$ cat src/rtl/mfp_ahb_ram_arbiter.sv
// mfp_ahb_ram_arbiter
//   Two-master AHB-Lite arbiter in front of a single mfp_ahb_ram_slave.
//   Uncontended address phases are forwarded combinationally, so there are
//   no added wait states. When both masters collide, or the slave is stalled,
//   the address phase that was not issued is captured into a per-master
//   pending slot. That master is then held in its data phase until the
//   transfer is replayed. Ties are broken round-robin.
//
// Ports
//   HCLK, HRESETn        bus clock, asynchronous active-low reset
//   M0_* / M1_*          AHB-Lite master-side ports (address/control/wdata in;
//                        HRDATA/HREADY/HRESP out)
//   S_*                  AHB-Lite port towards the RAM slave
module mfp_ahb_ram_arbiter (
  input  logic        HCLK,
  input  logic        HRESETn,

  input  logic [31:0] M0_HADDR,
  input  logic [2:0]  M0_HBURST,
  input  logic [2:0]  M0_HSIZE,
  input  logic [1:0]  M0_HTRANS,
  input  logic        M0_HWRITE,
  input  logic        M0_HSEL,
  input  logic [31:0] M0_HWDATA,
  output logic [31:0] M0_HRDATA,
  output logic        M0_HREADY,
  output logic        M0_HRESP,

  input  logic [31:0] M1_HADDR,
  input  logic [2:0]  M1_HBURST,
  input  logic [2:0]  M1_HSIZE,
  input  logic [1:0]  M1_HTRANS,
  input  logic        M1_HWRITE,
  input  logic        M1_HSEL,
  input  logic [31:0] M1_HWDATA,
  output logic [31:0] M1_HRDATA,
  output logic        M1_HREADY,
  output logic        M1_HRESP,

  output logic [31:0] S_HADDR,
  output logic [2:0]  S_HBURST,
  output logic [2:0]  S_HSIZE,
  output logic [1:0]  S_HTRANS,
  output logic        S_HWRITE,
  output logic        S_HSEL,
  output logic [31:0] S_HWDATA,
  input  logic [31:0] S_HRDATA,
  input  logic        S_HREADY,
  input  logic        S_HRESP
);

  localparam logic [1:0] HTRANS_IDLE   = 2'b00;
  localparam logic [1:0] HTRANS_NONSEQ = 2'b10;
  localparam logic [2:0] HBURST_SINGLE = 3'b000;

  typedef enum logic [1:0] {
    OWN_NONE = 2'd0,
    OWN_M0   = 2'd1,
    OWN_M1   = 2'd2
  } owner_t;

  // Pending address-phase slots, one per master
  logic        pend0_r, pend1_r;
  logic [31:0] pend0_addr_r, pend1_addr_r;
  logic [2:0]  pend0_size_r, pend1_size_r;
  logic        pend0_write_r, pend1_write_r;

  owner_t      dph_owner_r;
  logic        last_grant_r;   // 0 = M0 issued last, 1 = M1 issued last

  logic        req0_s, req1_s;
  logic        cand0_s, cand1_s;
  logic        gnt0_s, gnt1_s;

  // Every beat is reissued as SINGLE, so the masters' burst type is not needed
  logic        unused_burst_s;
  assign unused_burst_s = ^{M0_HBURST, M1_HBURST};

  // A pending slot forces that master's HREADY low. This keeps a live and a
  // pending request from existing at the same time for one master.
  assign M0_HREADY = !pend0_r && ((dph_owner_r != OWN_M0) || S_HREADY);
  assign M1_HREADY = !pend1_r && ((dph_owner_r != OWN_M1) || S_HREADY);

  assign M0_HRDATA = S_HRDATA;
  assign M1_HRDATA = S_HRDATA;

  assign M0_HRESP  = (dph_owner_r == OWN_M0) ? S_HRESP : 1'b0;
  assign M1_HRESP  = (dph_owner_r == OWN_M1) ? S_HRESP : 1'b0;

  assign req0_s  = M0_HSEL && (M0_HTRANS != HTRANS_IDLE) && M0_HREADY;
  assign req1_s  = M1_HSEL && (M1_HTRANS != HTRANS_IDLE) && M1_HREADY;
  assign cand0_s = req0_s || pend0_r;
  assign cand1_s = req1_s || pend1_r;

  // Round-robin grant. Nothing is issued while in reset or while the slave is stalled.
  always_comb begin
    gnt0_s = 1'b0;
    gnt1_s = 1'b0;
    if (HRESETn && S_HREADY) begin
      if (cand0_s && cand1_s) begin
        if (last_grant_r) begin
          gnt0_s = 1'b1;
        end else begin
          gnt1_s = 1'b1;
        end
      end else if (cand0_s) begin
        gnt0_s = 1'b1;
      end else if (cand1_s) begin
        gnt1_s = 1'b1;
      end else begin
        gnt0_s = 1'b0;
      end
    end else begin
      gnt0_s = 1'b0;
    end
  end

  // Slave address phase: from the live inputs if the request is live, otherwise from the pending slot
  always_comb begin
    S_HSEL   = 1'b0;
    S_HTRANS = HTRANS_IDLE;
    S_HBURST = HBURST_SINGLE;
    S_HADDR  = 32'h0000_0000;
    S_HSIZE  = 3'b000;
    S_HWRITE = 1'b0;
    if (gnt0_s) begin
      S_HSEL   = 1'b1;
      S_HTRANS = HTRANS_NONSEQ;
      S_HADDR  = req0_s ? M0_HADDR  : pend0_addr_r;
      S_HSIZE  = req0_s ? M0_HSIZE  : pend0_size_r;
      S_HWRITE = req0_s ? M0_HWRITE : pend0_write_r;
    end else if (gnt1_s) begin
      S_HSEL   = 1'b1;
      S_HTRANS = HTRANS_NONSEQ;
      S_HADDR  = req1_s ? M1_HADDR  : pend1_addr_r;
      S_HSIZE  = req1_s ? M1_HSIZE  : pend1_size_r;
      S_HWRITE = req1_s ? M1_HWRITE : pend1_write_r;
    end else begin
      S_HSEL   = 1'b0;
    end
  end

  // Write data follows the data-phase owner. Stalled masters hold HWDATA, so it is not stored.
  always_comb begin
    S_HWDATA = 32'h0000_0000;
    case (dph_owner_r)
      OWN_M0:  S_HWDATA = M0_HWDATA;
      OWN_M1:  S_HWDATA = M1_HWDATA;
      default: S_HWDATA = 32'h0000_0000;
    endcase
  end

  // Pending capture/release, data-phase ownership and round-robin history
  always_ff @(posedge HCLK or negedge HRESETn) begin
    if (!HRESETn) begin
      pend0_r       <= 1'b0;
      pend0_addr_r  <= 32'h0000_0000;
      pend0_size_r  <= 3'b000;
      pend0_write_r <= 1'b0;
      pend1_r       <= 1'b0;
      pend1_addr_r  <= 32'h0000_0000;
      pend1_size_r  <= 3'b000;
      pend1_write_r <= 1'b0;
      dph_owner_r   <= OWN_NONE;
      last_grant_r  <= 1'b1;
    end else begin
      if (gnt0_s) begin
        pend0_r <= 1'b0;
      end else if (req0_s) begin
        pend0_r       <= 1'b1;
        pend0_addr_r  <= M0_HADDR;
        pend0_size_r  <= M0_HSIZE;
        pend0_write_r <= M0_HWRITE;
      end

      if (gnt1_s) begin
        pend1_r <= 1'b0;
      end else if (req1_s) begin
        pend1_r       <= 1'b1;
        pend1_addr_r  <= M1_HADDR;
        pend1_size_r  <= M1_HSIZE;
        pend1_write_r <= M1_HWRITE;
      end

      if (S_HREADY) begin
        if (gnt0_s) begin
          dph_owner_r <= OWN_M0;
        end else if (gnt1_s) begin
          dph_owner_r <= OWN_M1;
        end else begin
          dph_owner_r <= OWN_NONE;
        end
      end

      if (gnt0_s || gnt1_s) begin
        last_grant_r <= gnt1_s;
      end
    end
  end

endmodule

$ cat config.mk
export PLATFORM = sky130hd
export DESIGN_NAME = mfp_ahb_ram_arbiter
export DESIGN_NICKNAME = d
export VERILOG_FILES = /design/src/rtl/mfp_ahb_ram_arbiter.sv
export SDC_FILE = /design/constraint.sdc
export NUM_CORES = 1
export LEC_CHECK = 0
export CORE_AREA = 2 2 128 130
export DETAILED_ROUTE_END_ITERATION = 12
export DIE_AREA = 0 0 130 132
export DONT_BUFFER_PORTS = 1
export GPL_ROUTABILITY_DRIVEN = 0
export GPL_TIMING_DRIVEN = 0
export HOLD_SLACK_MARGIN = 0.08
export PLACE_DENSITY_LB_ADDON = 0.1
export SYNTH_ARGS = -nofsm -noshare
export SYNTH_HDL_FRONTEND = slang
export SYNTH_SLANG_ARGS = --single-unit
$ cat constraint.sdc
create_clock -name HCLK -period 3.6 [get_ports HCLK]
set_input_delay 0.72 -clock HCLK [delete_from_list [all_inputs] [get_ports HCLK]]
set_output_delay 0.72 -clock HCLK [all_outputs]
set_load 0.01 [all_outputs]
### After elaboration in Yosys (flattened, before gate mapping)

Index checks and enable logic that the tools add are counted.

* flip-flop bits (word level): 77
* input port bits: 184

* equality and inequality tests: 4
* multiplexer cells: 33
* reduce and logical (&&, ||, !) cells: 19

Operators with widths (count)
* 32-bit 2-to-1 mux: 4
* 32-bit case mux with 2 select lines: 1
* 1-bit 2-to-1 mux: 21
* 3-bit 2-to-1 mux: 4
* 1-bit logical AND: 8
* 2-bit nonzero test: 4
* 2-bit 2-to-1 mux: 3
* 1-bit logical OR: 5
* 2-bit by 1-bit == test with 1-bit output (second input constant): 1
* 2-bit == test (second input constant): 1
* 1-bit zero test: 2
* 2-bit by 1-bit inequality test with 1-bit output (second input constant): 1
* 2-bit inequality test (second input constant): 1

### Longest topological paths before layout

Gate-level depths: netlist of run 1.

* depth in word-level cells: 11
* mapped depth: 9
* mapped depth without buffers: 6

### Worst setup path before layout of run 1

No wires, ideal clock.

* kind: input to output
* start point: input port M1_HTRANS[1]
* end point: output port S_HADDR[17]
* arrival time: 1.817 ns
* required time: 2.880 ns
* path slack: 1.063 ns
* stages: 6
* path buffers: 2
* path through: o21ai_0 nor3_1 buf_4 buf_2 mux2i_1 o22ai_2

* cells in the longest elaborated chain, start to end: 10

RTL lines
* from (decl): RTL line 32 `input logic [1:0] M1_HTRANS,`
* 2-bit nonzero test *: RTL line 91 `assign req1_s = M1_HSEL && (M1_HTRANS != HTRANS_IDLE) && M1_HREADY;`
* 1-bit logical AND * (2 in series): RTL line 91
* 1-bit logical OR: RTL line 93 `assign cand1_s = req1_s || pend1_r;`
* 1-bit 2-to-1 mux: RTL line 108 `end else if (cand1_s) begin`
* 1-bit 2-to-1 mux: RTL line 106 `end else if (cand0_s) begin`
* 1-bit 2-to-1 mux: RTL line 100 `if (cand0_s && cand1_s) begin`
* 1-bit 2-to-1 mux: RTL line 99 `if (HRESETn && S_HREADY) begin`
* 32-bit 2-to-1 mux: RTL line 132 `end else if (gnt1_s) begin`
* 32-bit 2-to-1 mux *: RTL line 126 `if (gnt0_s) begin`
* to (decl): RTL line 40 `output logic [31:0] S_HADDR,`

Mark *: on every way between the ends. The rest lies on a longest branch, timed or not.

### Worst setup path after layout of run 1

* start point: register dph_owner_r[0]
* end point: output port S_HADDR[19]

* cells in the longest elaborated chain, start to end: 11

RTL lines
* from (decl): RTL line 68 `owner_t dph_owner_r;`
* from (signal assigned): RTL line 164 `dph_owner_r <= OWN_NONE;`
* from (signal assigned): RTL line 187 `dph_owner_r <= OWN_M0;`
* from (signal assigned): RTL line 189 `dph_owner_r <= OWN_M1;`
* 2-bit inequality test: RTL line 82 `assign M1_HREADY = !pend1_r && ((dph_owner_r != OWN_M1) || S_HREADY);`
* 1-bit logical OR: RTL line 82
* 1-bit logical AND: RTL line 82
* 1-bit logical AND: RTL line 91
* 1-bit logical OR: RTL line 93
* 1-bit 2-to-1 mux: RTL line 108
* 1-bit 2-to-1 mux: RTL line 106
* 1-bit 2-to-1 mux: RTL line 100
* 1-bit 2-to-1 mux: RTL line 99
* 32-bit 2-to-1 mux: RTL line 132
* 32-bit 2-to-1 mux *: RTL line 126

Marks and branches as above.

==> key figures, run 1 <==
Run status
  – Status: finished, final reports clean

Power and ir drop
  – Clock power share: 19.1%
  – Worst VDD drop: 0.2327 mV
  – Seq pwr share: about a third
  – LEAKAGE: 2.476 nW
  – Comb power frac: 46.0%
  – Switching share of power: 37.00%
  – Tot Pwr: 4.330 mW
  – Power per Cell Area: 710.3 nW/µm²
  – Switch Pwr: 1.602 mW
  – Int Pwr: 2.728 mW

Synth
  – Compound-Gate Fraction of Synth Area: between 10% and 20%
  – Synth area leader: dfrtp_1
  – FFs w/ async S/R, synth: 100.0%
  – Count leader, synth: dfrtp_1
  – Post-synthesis adder-cell area fraction: 0.4528%
  – Yosys top cell area share: roughly 34%
  – EDFF count, synth: 0
  – Largest cells by area after synthesis: dfrtp_1 34%, mux2i_1 13%, buf_4 10%
  – Most instantiated cells after synthesis: 76 x dfrtp_1, 74 x buf_4, 72 x mux2i_1
  – Cell area after synthesis: about 5500 µm²
  – Seq cells post-synth: between 70 and 80
  – Xor and xnor area share after synthesis: 0%
  – Count of warnings emitted by yosys: 0
  – Register area share after synthesis: 34.89%
  – Multiplexer share of the synthesized area: 22.41%
  – Cell variety after synth: 43
  – Avg Cell Area, Syn: roughly 11 µm²
  – Top FF cell, synth: dfrtp_1
  – Mapped Cells: 505
  – Largest family of logic cells by synthesized area: multiplexers
  – Simple-Gate Fraction of Synth Area: 6.611%

Timing
  – Max Slew Vio Count: 0
  – Min cycle time layout: around 3.2 ns
  – Max-slew headroom: a little under two thirds
  – Final Cycle Share: 88.71%
  – # setup viols final: 0
  – Slew @ Worst Pin: 0.5411 ns
  – Unrepaired setup endpoints after global routing: no
  – Setup TNS: 0 ns
  – Layout Skew: 0.007848 ns
  – Fin. Hold Viols: 0
  – Final hold slack: 0.2276 ns
  – Final worst setup slack: 0.4063 ns
  – Fmax: 313.1 MHz

Floorplan
  – Area of the core: about 16000 µm²
  – Die Span Y: 132 µm
  – Total Die Area: between 15000 and 20000 µm²
  – Initial Util: 35.17%
  – Die Wd: between 100 and 150 µm
  – I/O pins: between 300 and 400
  – # rows: 46

Routing
  – Residual DRC: 0
  – Detailed Routing Iterations Pass 1: 4
  – ANT nets after route: 0
  – Iteration-0 DRC Markers: 207
  – Vias per cell: 5.299
  – Drt wl/cell: 25.03 µm
  – Detailed Route WL: roughly 19 mm
  – Routed vias: 3921

Placement
  – Post-Place Cells: 724
  – Post-place setup slack: 0.6398 ns
  – Post-DP HPWL: between 10 and 15 mm
  – Port bufs: 0
  – Post-DP Area: 5808 µm²

Global route
  – Gr usage total: 20.96%
  – Largest net degree at the start of global routing: 77
  – Gr ovfl total: 0
  – Vias in the first global route: 4050
  – Initial antenna violation count: 0
  – First-pass GRT wire length: 26.45 mm

CTS
  – # H-tree levels: 3
  – Latest clock arrival within the worst-skew pair: roughly 0.34 ns
  – CTS sink cnt: 77
  – CTS buffer count: 9
  – Clock buffer depth: 2
  – Root Driver: clkbuf_16
  – Post-cts resize count: 0
  – CTS tree: built
  – CTS clk-pin slew, worst paths: roughly 0.05 ns

Critical path
  – Buf/Inv on CP: 4
  – Crit path cell chain: inv_1 > ha_1 > buf_2 > nor2b_1 > nor3_1 > buf_4 > buf_2 > mux2i_1 > o22ai_2
  – CP arrival: 2.47 ns
  – CP Depth: 9
  – CP peak stage delay: 0.36 ns
  – Worst Setup Path Type: reg2out
  – Cell family with most CP delay: buffers and inverters
  – Critical path peak fanout: 10
  – Most used cell, CP: buf_2
  – Setup crit end kind: output port
  – CP max-delay cell: buf_2
  – Reg2reg path depth: 8
  – CP startpoint kind: flop
  – Req. time, crit path: around 2.9 ns

Finish
  – Final std cells w/o fill: 740
  – Area growth, synth to finish: 10.30%
  – N_diodes: 0
  – Final Instance Area: 6096 µm²
  – Fraction of layout cells with a size suffix above 1: 36.07%
  – Final net count: between 700 and 800
  – Fill count: 1558
  – Core Util, Final: 38.80%

Hold path
  – Hold crit path type: in2async

Run
  – Max_cap viols: 0
-- flip-flops by register name, summed over array words and instances, names as in the netlist --
name,cells
dph_owner_r,2
pend0_addr_r,32
pend1_addr_r,32
pend0_write_r,1
pend1_write_r,1
pend0_r,1
pend0_size_r,3
pend1_size_r,3
last_grant_r,1
pend1_r,1
-- metal layers --
| metal | up-vias | global-route usage (%) | part of all wire, % | routed length (µm) |
|---|---|---|---|---|
| li1 | 1797 | - | - | - |
| met1 | 1933 | 24.85 | 39 | 7207 |
| met2 | 176 | 37.20 | 53 | 9760 |
| met3 | 15 | 5.438 | 6.7 | 1250 |
| met4 | 0 | 5.556 | 1.6 | 300 |
| met5 | - | 0 | 0 | 0 |
-- cell families (layout without fill, tap and decap cells) --
group | Yosys count | after routing
compound gates | 119 | 119
buf+inv | 113 | 129
mux | 108 | 108
simple gates | 85 | 85
flops | 77 | 77
fa+ha+maj | 2 | 2
other cells | 1 | 4
-- power by group through the flow --
stage | Combinational [mW] | Clock, mW | Sequential (mW)
after floorplan | 1.64 | 0 | 1.45
after global placement | 1.96 | 0 | 1.50
after detailed placement | 1.99 | 0 | 1.51
after CTS | 2.02 | 0.856 | 1.51
after global routing | 2.15 | 0.899 | 1.56
final | 1.99 | 0.826 | 1.51
-- final timing paths --
check	startpoint	end	slack (ns)
min in group HCLK	S_HREADY	dph_owner_r[1]$_DFFE_PN0P_	0.45
worst max register to register	dph_owner_r[1]$_DFFE_PN0P_	pend1_addr_r[5]$_DFFE_PN0N_	1.35
worst min register to register	pend1_size_r[2]$_DFFE_PN0N_	pend1_size_r[2]$_DFFE_PN0N_	0.49
worst max-delay path	dph_owner_r[0]$_DFFE_PN0P_	S_HADDR[19]	0.41
worst min-delay path	HRESETn	last_grant_r$_DFFE_PN1P_	0.23
max in group asynchronous	HRESETn	pend1_addr_r[28]$_DFFE_PN0N_	2.99
-- layout by cell type, fill, tap and decap left out, types with 2 or more instances in the layout --
| cell | netlist | layout |
|---|---|---|
| ha_1 | 2 | 2 |
| clkbuf_1 | 12 | 15 |
| inv_1 | 3 | 3 |
| dfrtp_1 | 76 | 76 |
| clkbuf_8 | 3 | 4 |
| buf_2 | 8 | 8 |
| buf_12 | 3 | 3 |
| o21ai_0 | 3 | 3 |
| buf_4 | 74 | 74 |
| clkinv_2 | 0 | 2 |
| o2bb2ai_1 | 36 | 36 |
| o22ai_1 | 7 | 7 |
| conb_1 | 1 | 4 |
| buf_6 | 8 | 8 |
| nor2_1 | 35 | 35 |
| o21ai_2 | 2 | 2 |
| mux2_2 | 6 | 6 |
| mux2_4 | 30 | 30 |
| clkbuf_16 | 0 | 9 |
| mux2i_1 | 72 | 72 |
| a22oi_1 | 32 | 32 |
| o22ai_2 | 29 | 29 |
| nand2_1 | 38 | 38 |
| and2_1 | 4 | 4 |
-- final cells by class --
type                            count  area, µm²  area share (%)
Clock buffer                       13      250.2           4.105
Timing Repair Buffer                1      27.53          0.4516
Inverter                            3      11.26          0.1847
Tap cell                          216      270.3           4.433
Clock inverter                      2      10.01          0.1642
Sequential cell                    77       1928           31.63
Buffer                            110      852.1           13.98
Multi-Input combinational cell    318       2746           45.05
-- timing repair --
item / 4_1_cts / 5_1_grt
buffers inserted: 0 / 0
endpoints found under the setup margin: 0 / 0
hold buffers: 1 / 0
hold endpoints to repair: 76 / 0
(Power assumes the default switching activity.)
==> inputs of run 2 (changes only) <==
--- a/config.mk
+++ b/config.mk
@@ -5,9 +5,9 @@
 export SDC_FILE = /design/constraint.sdc
 export NUM_CORES = 1
 export LEC_CHECK = 0
-export CORE_AREA = 2 2 128 130
+export CORE_MARGIN = 10
+export CORE_UTILIZATION = 40
 export DETAILED_ROUTE_END_ITERATION = 12
-export DIE_AREA = 0 0 130 132
 export DONT_BUFFER_PORTS = 1
 export GPL_ROUTABILITY_DRIVEN = 0
 export GPL_TIMING_DRIVEN = 0
==> constraint.sdc (replaced) <==
create_clock -name HCLK -period 3.6 [get_ports HCLK]
set_input_delay 0.54 -clock HCLK [delete_from_list [all_inputs] [get_ports HCLK]]
set_output_delay 0.54 -clock HCLK [all_outputs]
set_load 0.01 [all_outputs]
==> key figures, run 2 (synthesized netlist as in run 1, its figures left out) <==
Run status
  – Status: finished, final reports clean

Critical path
  – Setup crit end kind: output port
  – Buf/Inv on CP: 4 (unchanged)
  – CP arrival: 2.48 ns (about the same)
  – Crit path cell chain: inv_1 > ha_1 > buf_2 > nor2b_1 > nor3_1 > buf_4 > buf_2 > mux2i_1 > o22ai_2
  – Req. time, crit path: 3.06 ns (+0.18 ns)
  – Worst Setup Path Type: reg2out
  – RR Endpoint: pend1_addr_r[5]$_DFFE_PN0N_
  – Most used cell, CP: buf_2
  – R2r startpoint: dph_owner_r[1]$_DFFE_PN0P_
  – CP Depth: 9 (unchanged)
  – CP endpoint: S_HADDR[20]
  – CP startpoint kind: flop
  – Critical path origin: dph_owner_r[0]$_DFFE_PN0P_
  – Reg2reg path depth: 8 (unchanged)
  – R2R Setup Slk: 1.36 ns (about the same)
  – CP max-delay cell: dfrtp_1
  – Cell family with most CP delay: buffers and inverters
  – Critical path peak fanout: 10 (unchanged)
  – CP peak stage delay: 0.35 ns (about the same)

Routing
  – Detailed Route WL: 19.05 mm (+2.9%)
  – ANT nets after route: 0 (unchanged)
  – Residual DRC: 0 (unchanged)
  – Vias per cell: 5.588 (+5.5%)
  – Iteration-0 DRC Markers: 205 (-0.97%)
  – Detailed Routing Iterations Pass 1: 5 (+1)
  – Drt wl/cell: 27.14 µm (+8.4%)
  – Routed vias: 3923 (+0.051%)

Power and ir drop
  – Power per Cell Area: 724.4 nW/µm² (+2.0%)
  – Tot Pwr: 4.410 mW (+1.9%)
  – Worst VDD drop: 0.3079 mV (+32%)
  – LEAKAGE: 2.495 nW (+0.78%)

Global route
  – Initial antenna violation count: 1 (+1)
  – Gr ovfl total: 0 (unchanged)
  – First-pass GRT wire length: 26.04 mm (-1.6%)
  – Gr usage total: 18.37% (-2.6 points)
  – M1 GR Usage: 21.14% (-3.7 points)
  – Largest net degree at the start of global routing: 78 (+1.3%)
  – Met3 Use GR: 7.902% (+2.5 points)
  – M2 GR Usage: 30.57% (-6.6 points)
  – Top Usage Layer GRT: met2
  – Vias in the first global route: 4106 (+1.4%)

CTS
  – Root Driver: clkbuf_16
  – Latest clock arrival within the worst-skew pair: 0.34 ns (about the same)
  – Hold_buf cts: 1 (unchanged)
  – CTS clk-pin slew, worst paths: 0.06 ns (about the same)
  – # H-tree levels: 3 (unchanged)
  – CTS sink cnt: 77 (unchanged)
  – CTS tree: built
  – Clock buffer depth: 2 (unchanged)
  – Post-CTS Setup Inserts: 0 (unchanged)
  – Post-cts resize count: 0 (unchanged)
  – CTS buffer count: 9 (unchanged)

Timing
  – Final worst setup slack: 0.5806 ns (+0.1743 ns)
  – Fin. Hold Viols: 0 (unchanged)
  – Unrepaired setup endpoints after global routing: no
  – Setup TNS: 0 ns (unchanged)
  – Final Cycle Share: 83.87% (-4.8 points)
  – Slew @ Worst Pin: 0.5598 ns (+0.01867 ns)
  – Layout Skew: 0.009413 ns (+0.001566 ns)
  – # setup viols final: 0 (unchanged)
  – Max Slew Vio Count: 0 (unchanged)
  – Fmax: 331.2 MHz (+5.8%)
  – Min cycle time layout: 3.019 ns (-0.1743 ns)
  – Max-slew headroom: 62.68% (-1.2 points)

Hold path
  – Hold crit path type: in2async

Floorplan
  – # rows: 42 (-8.7%)
  – Total Die Area: 18920 µm² (+10%)
  – Initial Util: 41.24% (+6.1 points)
  – Die Span Y: 137.5 µm (+4.2%)
  – I/O pins: 326 (unchanged)
  – Die Wd: 137.5 µm (+5.8%)
  – Area of the core: 13400 µm² (-15%)

Finish
  – Core Util, Final: 45.43% (+6.6 points)
  – Fraction of layout cells with a size suffix above 1: 36.76% (+0.69 points)
  – Area growth, synth to finish: 10.17%
  – Final std cells w/o fill: 702 (-5.1%)
  – Final net count: 706 (unchanged)
  – Commonest non-fill, non-tap cell in the layout: dfrtp_1
  – Top flop regs: pend0_addr_r (32), pend1_addr_r (32)
  – Commonest non-fill, non-tap cells in the layout: 76 x dfrtp_1, 74 x buf_4, 72 x mux2i_1

Placement
  – Port bufs: 0 (unchanged)
  – Post-Place Cells: 684 (-5.5%)
  – Post-place setup slack: 0.8837 ns (+0.2438 ns)
  – Post-DP HPWL: 15.25 mm (+4.5%)

Run
  – Max_cap viols: 0 (unchanged)
run 2: changes by cell type in the layout (fill, tap and decap cells not counted):
cell	change
clkbuf_1	-3
bufinv_16	+1
clkinv_2	+1
clkinvlp_4	+1
diode_2	+1
inv_6	+1
run 2: worst min-delay path by stage:
stage | endpoint | cells past startpoint
2_1_floorplan | dph_owner_r[0]$_DFFE_PN0P_ | 0
4_1_cts | pend0_addr_r[8]$_DFFE_PN0N_ | 1
5_1_grt | pend1_addr_r[8]$_DFFE_PN0N_ | 1
3_3_place_gp | pend0_addr_r[6]$_DFFE_PN0N_ | 0
3_5_place_dp | pend0_addr_r[6]$_DFFE_PN0N_ | 0
6_report | pend1_addr_r[12]$_DFFE_PN0N_ | 1
run 2: report_power, final:
group / switching [mW] / internal (mW) / leakage (nW)
Clock: 0.369 / 0.555 / 0.149
Sequential: 0.225 / 1.28 / 0.936
Combinational: 1.02 / 0.964 / 1.41
run 2: layout make-up:
cell class                 count  area, µm²
multi-input combinational    318       2746
buffer                       110      852.1
clock buffer                  10      239.0
timing repair buffer           1      27.53
sequential                    77       1928
clock inverter                 6      61.31
antenna                        1      2.502
tap                          176      220.2
fill                        1240       7312
inverter                       3      11.26
run 2: layer usage:
layer / vias up / routed length, µm
met1: 1912 / 7144
met5: - / 0
met3: 12 / 2225
met4: 0 / 250
met2: 209 / 9428
li1: 1790 / -
run 2: through the flow:
stage,hold slack (ns),area [µm²]
finish,0.1039,6088
CTS,0.1147,6086
floorplan,0.2444,5538
global placement,0.2472,5758
detailed placement,0.2472,5758
global route,0.1116,6088
==> inputs of run 3 (changes only) <==
==> constraint.sdc (replaced) <==
create_clock -name HCLK -period 2.92 [get_ports HCLK]
set_input_delay 0.438 -clock HCLK [delete_from_list [all_inputs] [get_ports HCLK]]
set_output_delay 0.438 -clock HCLK [all_outputs]
set_load 0.01 [all_outputs]
==> key figures, run 3 (synthesized netlist as in run 1, its figures left out) <==
Timing
  – Fin. Hold Viols: 0 (unchanged)
  – Final Cycle Share: 94.10%
  – # setup viols final: 0 (unchanged)
  – Unrepaired setup endpoints after global routing: no
  – Setup TNS: 0 ns (unchanged)
  – Final hold slack: 0.1729 ns (+0.06894 ns)
  – Max Slew Vio Count: 0 (unchanged)
  – Final worst setup slack: 0.1721 ns (-0.4085 ns)
  – Min cycle time layout: around 2.7 ns
  – Max-slew headroom: 62.42% (-0.26 points)
  – Fmax: 363.9 MHz
  – Layout Skew: 0.007670 ns (-0.001744 ns)
  – Slew @ Worst Pin: 0.5637 ns (+0.003879 ns)

Floorplan
  – Initial Util: 41.24% (unchanged)
  – Die Span Y: 137.5 µm (unchanged)
  – # rows: 42 (unchanged)
  – Total Die Area: 18920 µm² (unchanged)
  – Area of the core: 13400 µm² (unchanged)
  – I/O pins: 326 (unchanged)
  – Die Wd: 137.5 µm (unchanged)

Power and ir drop
  – Power per Cell Area: 888.8 nW/µm² (+23%)
  – LEAKAGE: 2.526 nW (+1.2%)
  – Worst VDD drop: 0.3797 mV (+23%)
  – Tot Pwr: 5.473 mW (+24%)

Global route
  – Gr usage total: 18.41% (+0.038 points)
  – Vias in the first global route: 4122 (+0.39%)
  – Gr ovfl total: 0 (unchanged)
  – Initial antenna violation count: 1 (unchanged)
  – First-pass GRT wire length: 26.09 mm (+0.18%)
  – Largest net degree at the start of global routing: 78 (unchanged)

Routing
  – ANT nets after route: 0 (unchanged)
  – Detailed Route WL: 19.05 mm (about the same)
  – Vias per cell: 5.591 (about the same)
  – Drt wl/cell: 26.94 µm (-0.73%)
  – Detailed Routing Iterations Pass 1: 4 (-1)
  – Routed vias: 3953 (+0.76%)
  – Residual DRC: 0 (unchanged)
  – Iteration-0 DRC Markers: 200 (-2.4%)

Critical path
  – CP peak stage delay: 0.38 ns (+0.03 ns)
  – Setup crit end kind: output port
  – Req. time, crit path: 2.48 ns (-0.58 ns)
  – Worst Setup Path Type: reg2out
  – Cell family with most CP delay: simple AND/OR/NAND/NOR gates
  – CP arrival: 2.31 ns (-0.17 ns)
  – Critical path peak fanout: 10 (unchanged)
  – Buf/Inv on CP: 4 (unchanged)
  – Crit path cell chain: inv_1 > ha_1 > buf_2 > nor2b_4 > nor3b_2 > or3_1 > buf_6 > buf_12 > o22ai_2
  – CP startpoint kind: flop
  – CP max-delay cell: dfrtp_1

Placement
  – Post-place setup slack: 0.3057 ns (-0.5780 ns)
  – Post-DP Area: 5758 µm² (unchanged)
  – Post-Place Cells: 684 (unchanged)
  – Post-DP HPWL: 15.25 mm (unchanged)
  – Port bufs: 0 (unchanged)

Finish
  – Final net count: 711 (+0.71%)
  – Final std cells w/o fill: 707 (+0.71%)
  – Top flop regs: pend0_addr_r (32), pend1_addr_r (32)
  – Area growth, synth to finish: 11.43%
  – Commonest non-fill, non-tap cells in the layout: 78 x buf_4, 76 x dfrtp_1, 70 x mux2i_1
  – Core Util, Final: 45.96% (+0.52 points)
  – Final Instance Area: 6158 µm² (+1.2%)
  – Fraction of layout cells with a size suffix above 1: 37.92% (+1.2 points)
  – Commonest non-fill, non-tap cell in the layout: buf_4

Run
  – Max_cap viols: 0 (unchanged)

CTS
  – CTS sink cnt: 77 (unchanged)
  – Latest clock arrival within the worst-skew pair: 0.34 ns (about the same)
  – Clock buffer depth: 2 (unchanged)
  – # H-tree levels: 3 (unchanged)
  – Root Driver: clkbuf_16
  – CTS buffer count: 9 (unchanged)
  – CTS tree: built
  – CTS clk-pin slew, worst paths: 0.06 ns (about the same)

Hold path
  – Hold crit path type: in2reg

Run status
  – Status: finished, final reports clean
==> run 3: routing by layer <==
layer / global-route usage [%] / up-vias / wire, µm
met5: 0 / - / 0
met4: 4.859 / 0 / 251
met3: 7.902 / 12 / 2275
met2: 30.60 / 212 / 9449
met1: 21.23 / 1926 / 7069
li1: - / 1803 / -
==> run 3: worst reg2reg max path, cell delays in order, from the launching register on <==
cell	delay, ns
dfrtp_1	0.35
inv_1	0.06
ha_1	0.18
buf_2	0.16
nor2b_2	0.18
nor3_1	0.15
buf_4	0.22
buf_4	0.13
clkbuf_1	0.38
nand2_1	0.11
o2bb2ai_1	0.17
==> run 3: power by group <==
part	total, mW	switching (mW)	leakage (nW)	internal, mW
clock network	1.14	0.455	0.149	0.684
registers	1.86	0.281	0.936	1.58
logic	2.47	1.26	1.44	1.21
==> run 3: layout make-up <==
type,count,area (µm²)
inverter,3,11.26
timing repair buffer,6,67.56
antenna,1,2.502
clock inverter,6,61.31
clock buffer,10,239.0
fill,1233,7242
buffer,110,860.8
sequential,77,1928
multi-input combinational,318,2768
tap,176,220.2
==> run 3: what timing repair did <==
| action | CTS | global route |
|---|---|---|
| buffers inserted | 0 | 4 |
| resized for setup | 1 | 7 |
| hold buffers | 2 | 0 |
| setup endpoints to repair | 5 | 32 |
| endpoints found under the hold margin | 77 | 0 |
==> run 3: worst paths after layout <==
check / startpoint / end / slack (ns) / depth (start not counted)
worst max-delay path: dph_owner_r[1]$_DFFE_PN0P_ / S_HADDR[23] / 0.17 / 9
worst min register to register: pend1_addr_r[10]$_DFFE_PN0N_ / pend1_addr_r[10]$_DFFE_PN0N_ / 0.48 / 1
worst max register to register: dph_owner_r[0]$_DFFE_PN0P_ / pend1_addr_r[28]$_DFFE_PN0N_ / 0.76 / 10
min in group asynchronous: HRESETn / pend1_addr_r[12]$_DFFE_PN0N_ / 0.69 / 2
max in group asynchronous: HRESETn / dph_owner_r[1]$_DFFE_PN0P_ / 1.90 / 2
worst min-delay path: S_HREADY / dph_owner_r[1]$_DFFE_PN0P_ / 0.17 / 1
